**src/rtl/int_ctrl_if.sv**
```systemverilog
// Bundle of interrupt-controller signals between the processor side (master)
// and the controller (slave).
interface int_ctrl_if #(
  parameter int NSRC = 4
);
  logic [NSRC-1:0] irq_in;
  logic            int_en;
  logic            int_ack;
  logic            mask_we;
  logic [NSRC-1:0] mask_d;
  logic            int_req;
  logic [1:0]      int_id;
  logic [NSRC-1:0] pending;
  logic            busy;

  modport master (
    output irq_in, int_en, int_ack, mask_we, mask_d,
    input  int_req, int_id, pending, busy
  );

  modport slave (
    input  irq_in, int_en, int_ack, mask_we, mask_d,
    output int_req, int_id, pending, busy
  );
endinterface

```
**src/rtl/int_ctrl.sv**
```systemverilog
// Rising-edge interrupt controller: latched pending flags, enable mask,
// fixed lowest-index priority and a non-nesting IDLE/REQ/SERV handshake.
module int_ctrl #(
  parameter int NSRC = 4  // int_id is 2 bits wide, so at most 4 sources
) (
  input  logic       ck,
  input  logic       res,
  int_ctrl_if.slave  bus
);

  typedef enum logic [1:0] {
    IDLE = 2'b00,
    REQ  = 2'b01,
    SERV = 2'b10
  } state_e;

  state_e          state_q, state_d;
  logic [NSRC-1:0] irq_d_q;
  logic [NSRC-1:0] mask_q;
  logic [NSRC-1:0] pending_q, pending_d;
  logic [NSRC-1:0] irq_edge, clr_w, cand_w;
  logic [1:0]      int_id_q, int_id_d, win_id;
  logic            en_prev_q;

  assign cand_w = pending_q & mask_q;

  // A set on the same clock as the acknowledge clear wins.
  for (genvar gi = 0; gi < NSRC; gi++) begin : g_src
    assign irq_edge[gi]  = bus.irq_in[gi] & ~irq_d_q[gi];
    assign pending_d[gi] = irq_edge[gi] | (pending_q[gi] & ~clr_w[gi]);
  end

  always_comb begin
    win_id = '0;
    for (int i = NSRC - 1; i >= 0; i--) begin
      if (cand_w[i]) win_id = 2'(i);
    end
  end

  always_comb begin
    state_d  = state_q;
    int_id_d = int_id_q;
    clr_w    = '0;
    case (state_q)
      IDLE: begin
        if (bus.int_en && (cand_w != '0)) begin
          state_d  = REQ;
          int_id_d = win_id;
        end
      end
      REQ: begin
        // Acknowledge beats a simultaneous withdrawal of int_en.
        if (bus.int_ack) begin
          state_d         = SERV;
          clr_w[int_id_q] = 1'b1;
        end else if (!bus.int_en) begin
          state_d = IDLE;
        end
      end
      SERV: begin
        if (bus.int_en && !en_prev_q) state_d = IDLE;
      end
      default: state_d = IDLE;
    endcase
  end

  always_ff @(posedge ck) begin
    if (res) begin
      state_q   <= IDLE;
      irq_d_q   <= '0;
      mask_q    <= '0;
      pending_q <= '0;
      int_id_q  <= '0;
      en_prev_q <= 1'b0;
    end else begin
      state_q   <= state_d;
      irq_d_q   <= bus.irq_in;
      pending_q <= pending_d;
      int_id_q  <= int_id_d;
      en_prev_q <= bus.int_en;
      if (bus.mask_we) mask_q <= bus.mask_d;
    end
  end

  assign bus.int_req = (state_q == REQ);
  assign bus.busy    = (state_q == SERV);
  assign bus.int_id  = int_id_q;
  assign bus.pending = pending_q;

endmodule
```
**src/flat_wrapper.sv**
```systemverilog
// flat-port wrapper written by rule: the top's interface ports become plain ports
module int_ctrl_flat 
#(
  parameter int NSRC = 4                                                
)
  (ck, res, bus_irq_in, bus_int_en, bus_int_ack, bus_mask_we, bus_mask_d, bus_int_req, bus_int_id, bus_pending, bus_busy);
  int_ctrl_if #(.NSRC(NSRC)) bus_i ();
  input  logic ck;
  input  logic res;
  input wire logic [$bits(bus_i.irq_in)-1:0] bus_irq_in;
  input wire logic [$bits(bus_i.int_en)-1:0] bus_int_en;
  input wire logic [$bits(bus_i.int_ack)-1:0] bus_int_ack;
  input wire logic [$bits(bus_i.mask_we)-1:0] bus_mask_we;
  input wire logic [$bits(bus_i.mask_d)-1:0] bus_mask_d;
  output wire logic [$bits(bus_i.int_req)-1:0] bus_int_req;
  output wire logic [$bits(bus_i.int_id)-1:0] bus_int_id;
  output wire logic [$bits(bus_i.pending)-1:0] bus_pending;
  output wire logic [$bits(bus_i.busy)-1:0] bus_busy;
  assign bus_i.irq_in = bus_irq_in;
  assign bus_i.int_en = bus_int_en;
  assign bus_i.int_ack = bus_int_ack;
  assign bus_i.mask_we = bus_mask_we;
  assign bus_i.mask_d = bus_mask_d;
  assign bus_int_req = bus_i.int_req;
  assign bus_int_id = bus_i.int_id;
  assign bus_pending = bus_i.pending;
  assign bus_busy = bus_i.busy;
  int_ctrl #(.NSRC(NSRC)) u_core (.ck(ck), .res(res), .bus(bus_i));
endmodule
```
**config.mk**
```make
export PLATFORM = sky130hd
export DESIGN_NAME = int_ctrl_flat
export DESIGN_NICKNAME = d
export VERILOG_FILES = /design/src/rtl/int_ctrl_if.sv /design/src/rtl/int_ctrl.sv /design/src/flat_wrapper.sv
export SDC_FILE = /design/constraint.sdc
export NUM_CORES = 1
export LEC_CHECK = 0
export CAP_MARGIN = 10
export CORE_MARGIN = 2
export CORE_UTILIZATION = 45
export DETAILED_ROUTE_END_ITERATION = 16
export GPL_ROUTABILITY_DRIVEN = 0
export HOLD_SLACK_MARGIN = 0.12
export PLACE_DENSITY = 0.82
export SLEW_MARGIN = 25
export SYNTH_ARGS = -nofsm -noshare
export SYNTH_HDL_FRONTEND = slang
export SYNTH_SLANG_ARGS = --single-unit
```
**constraint.sdc**
```tcl
create_clock -name ck -period 2.8 [get_ports ck]
set_input_delay 0.42 -clock ck [delete_from_list [all_inputs] [get_ports ck]]
set_output_delay 0.42 -clock ck [all_outputs]
set_load 0.03 [all_outputs]
```
# == After elaboration in Yosys (flattened, before gate mapping) ==
# Index checks and enable logic that the tools add are counted.
# word_totals
ff_bits,17
inputBits,13
out_inout_bits,8
# op_classes
magnitude_cmp,2
eq_ne,5
muxes,13
bitwise,21
n_reduce_logical,8
# op_table
cell,count
$mux W2,8
$and A1 B1 Y1,8
$mux W4,2
$not A1 Y1,8
$pmux W2 S3,1
$and A4 B4 Y4,1
$ne A2 B1 Y1 const B,2
$or A1 B1 Y1,4
$reduce_bool A4 Y1,1
$logic_and A1 B1 Y1,3
$lt A2 B3 Y1 const B,1
$ne A3 B3 Y1 const B,1
$reduce_and A3 Y1,1
$demux W1 S2,1
$eq A2 B1 Y1 const B,1
$eq A2 B2 Y1 const B,1
$ge A2 B1 Y1 const B,1
$logic_not A2 Y1,1
$reduce_and A2 Y1,1
$logic_not A1 Y1,1
$mux W1,1

# == Longest topological paths before layout ==
# logic_depth
depth_word,9
mapped_depth,5
ltp_nobuf,4

# == Least setup slack after synthesis ==
# OpenSTA, ideal clock, no wires.
# synth_path
kind,register to register
startpoint,reg u_core.state_q[1]
endpoint,reg u_core.state_q[0]
arrival_time_ns,1.192
t_required_ns,2.680
slack_ns,1.488
path_stages_with_launch,4
cell_sequence,dfxtp_1 -> nor2b_1 -> o21ai_0 -> nor3b_2
# synth_between
elab_chain_len,3
elab_cells_between_ends,8
classes_between,eq/ne: 5; mux: 1; reduce/logical: 2
# synth_lines
element,line,rtl
"start, declared",int_ctrl.sv:17,"state_e state_q, state_d;"
"start signal, assigned",int_ctrl.sv:76,state_q <= state_d;
$eq A2 B2 Y1 (*),n/a,
named net bus_busy,flat_wrapper.sv:18,output wire logic [$bits(bus_i.busy)-1:0] bus_busy;
$ne A2 B1 Y1 (no line),n/a,
$reduce_and A3 Y1 (no line),n/a,
# The timed path passes the listed nets; every way through them passes the cells marked *.
# A chain may end at the register's enable or synchronous reset.

# == Final worst setup path ==
# layout_path
startpoint,reg u_core.state_q[0]
endpoint,out bus_int_req
# layout_between
elab_chain_len,1
# layout_lines
element,line,rtl
$eq A2 B1 Y1,int_ctrl.sv:85,assign bus.int_req = (state_q == REQ);
"end, declared",flat_wrapper.sv:15,output wire logic [$bits(bus_i.int_req)-1:0] bus_int_req;
# No other way between the ends.

==> results.md <==
- The synthesized netlist cell count is 70.
- The final total negative setup slack is 0 ns.
- The number of buffers on the longest clock path is 2.
- For the pin with the worst max-slew slack, the measured transition is a little over 0.6 ns.
- Across every metal layer, demand over resource in global routing totals between 10% and 20%.
- The final worst-path cycle share is between 70 and 80%.
- The count of endpoints failing hold in the final timing report is 0.
- For this design the static power due to leakage is ~0.35 nW.
- The floorplan step set the die height to between 40 and 50 um.
- Counting every sink on the clock net gives 17.
- The worst-case clock skew is between 0.001 and 0.0015 ns.
- Yosys mapped the design onto 22 distinct sky130hd cell types.
- The count of buffers added on input and output ports is 20.
- The clock latency on the worst-skew pair is about 0.28 ns.
- STA puts the critical path data arrival time at between 1.5 and 2 ns.
- The first TritonRoute pass finished after 4 iterations.
- The final setup violation count is 0.
- The kind of end point of the critical path is an output pin.
- The final count of pins violating max slew came to 0.
- The type of the most critical hold path is reg2reg.
- In the post-synthesis netlist, the biggest area contributors are dfxtp_1 52%, nor2b_1 7.6%, mux2i_1 6.1%.
- The sum of routed wire length over all layers is approximately 1200 um.
- In this run the worst path has a maximum fanout of 6.
- The overall via count from detail_route is 553.
- The worst setup path is of the reg2out kind.
- The residual overflow from global routing is 0.
- The wire length of the first global-routing pass is just over 2000 um.
- The number of nets produced by synthesis is 83.
- The beginning of the worst hold path is u_core.irq_d_q[0]$_SDFF_PP0_.
- The startpoint kind of the worst setup timing path is a flip-flop.
- For this run, the top clock speed supported by timing is about 470 MHz.
- The fraction of final layout cells with drive strength greater than 1 is under 10%.
- The cts-stage hold buffer count is 0.
- The number of global-route vias before repair is 498.
- In this run the post-CTS setup repair buffer count came out at 0.
- The most frequent standard cell in the layout excluding fill and tap cells is clkdlybuf4s50_1.
- For this run, the number of Yosys warnings is 0.
- The die outline area is between 0.0015 and 0.002 mm2.
- Summed over its instances, the top area cell type makes up roughly half of the synthesized netlist area.
- The origin of the critical flop-to-flop path is u_core.state_q[0]$_SDFFE_PP0P_.
- The cell area after placement is just under 900 um2.
- The number of buffers and inverters on the critical path is 1.
- Sequential elements use roughly half of the synthesized area.
- The sum of net half-perimeters after detailed placement is approximately 940 um.
- The number of antenna violations at the first check in global routing is 0.
- The number of top-level pins is 21.
- Setup repair after global routing left no endpoint under its margin.
- In the layout the commonest cells are 20 x clkdlybuf4s50_1, 17 x dfxtp_1, 8 x nor2b_1, 8 x nor2_1, 6 x a21oi_1.
- In this run, the number of DRC markers left after iteration 0 of detailed routing was 17.
- The total area inside the core boundary comes to 0.001334 mm2.
- The effective utilization at floorplan is 49.53%.
- The time the final worst path needs with I/O delays and setup is ~2.1 ns.
- Dividing the detail-routed wire length by the instance count gives 11.44 um.
- Walking the worst path, the cells encountered are nor2b_1 -> clkdlybuf4s50_1.
- For the worst setup path, the data required time is between 2 and 2.5 ns.
- The tool flagged a number of max-cap violations equal to 0.
- The standard cell with the maximum stage delay on the critical path is clkdlybuf4s50_1.
- The most frequently used flop master after synthesis is dfxtp_1.
- The family with the most delay on the worst path is buffers and inverters.
- The maximum number of pins on one net before global-route repair is 18.
- In the routed design, unresolved DRC markers number 0.
- The x dimension of the die is 42.32 um.
- The relative slew slack is roughly three fifths.
- The launching element of the worst setup path is u_core.state_q[0]$_SDFFE_PP0P_.
- The synthesized area per cell is about 9.4 um2.
- The register bit count reported by yosys is 17.
- The number of placement rows is 13.
- From synthesis to final layout, the design area changed by 35.23%.
- The worst-case IR drop observed on VDD is 351.5 uV.
- In this run the number of H-tree levels came out at 1.
- The final layout net count is 105.
- The flow ran to the end, and the final reports show no timing, DRC or antenna violations.
- For this run, the slowest stage of the critical path takes approximately 0.74 ns.
- The share of async-settable or async-resettable flops after synthesis is 0%.
- In the routed layout, each cell is associated on average with a via count of between 5 and 6.
- Summed over all instances, the cell type with the most area after synthesis is dfxtp_1.
- Counting flops with a built-in enable in the synthesized netlist gives 0.
- For this design the ratio of total power to cell area is about 520 mW/mm2.
- The count of antenna diodes in the layout is 0.
- CTS placed an instance of clkbuf_4 at the clock tree root.
- The clock slew at the register clock pins of the worst setup and hold paths is 0.09 ns.
- In this run the remaining antenna-violating nets after routing total 0.
- The post-synthesis instance area is between 600 and 700 um2.
- The final design instance area without fill is a little under 900 um2.
- The number of gates given a new drive strength after cts is 0.
- TritonCTS built the clock tree.
- The number of CTS-inserted buffers is 3.
worst reg2reg max path: stages, from the launching register on:
cell and delay, ns:
dfxtp_1 0.35, nor2b_1 0.34, nand2_1 0.13, o31ai_1 0.24, a21oi_1 0.10
logic make-up after synthesis:
| family | share of synthesized area, % |
|---|---|
| and+or+nand+nor | 23.11 |
| AOI/OAI and AO/OA | 15.72 |
| DFF | 51.52 |
| muxes | 6.061 |
| buffers and inverters | 3.598 |
state kept, by name (all words and copies together) (netlist names):
name,flops
u_core.irq_d_q,4
u_core.state_q,2
u_core.bus.int_id,2
u_core.bus.pending,4
u_core.mask_q,4
u_core.en_prev_q,1
synthesized netlist by cell type, types with 2 or more instances:
library cell,count
a22oi_1,2
clkbuf_1,2
nor2_1,8
a21oi_1,6
nand3_1,2
o21ai_0,3
mux2i_1,4
dfxtp_1,17
nand2_1,3
nor2b_1,8
inv_1,3
nand2b_1,2
worst paths after layout:
check	end	slack, ns	cells past startpoint
hold reg to reg	u_core.bus.pending[0]$_SDFF_PP0_	0.49	2
hold / removal	u_core.bus.pending[0]$_SDFF_PP0_	0.49	2
setup reg to reg	u_core.bus.pending[0]$_SDFF_PP0_	1.51	4
setup / recovery	bus_int_req	0.67	2
metal layers:
layer	wire [um]	part of all wire (%)	global-route usage, %
met1	552	46	18.09
met2	575	47	24.31
met3	77	6.3	2.586
met4	8	0.66	9.375
met5	0	0	0
power breakdown:
group | leakage (nW) | internal [mW] | switching, mW
Clock | 0.0150 | 0.0552 | 0.0676
Combinational | 0.190 | 0.0392 | 0.0341
Sequential | 0.140 | 0.255 | 0.00985
final cells by class:
type                    count  area, um2
fillers                   121      440.4
inverters                   3      11.26
multi-input cells          47      296.5
flip-flops and latches     17      340.3
repair buffers             20      200.2
well taps                  15      18.77
clock buffers               4      26.28
metrics by stage:
stage	hold WS (ns)	instances	util (%)	total power, mW	worst slack, ns
3_5_place_dp	0.4791	102	65.01	0.3437	0.9883
3_3_place_gp	0.4707	102	65.01	0.3418	1.014
5_1_grt	0.5032	106	66.98	0.4838	0.5801
6_report	0.4902	106	66.98	0.4609	0.6699
2_1_floorplan	0.4625	70	-	0.3076	1.488
4_1_cts	0.4936	106	66.98	0.4677	0.6629
(Power assumes the default switching activity.)
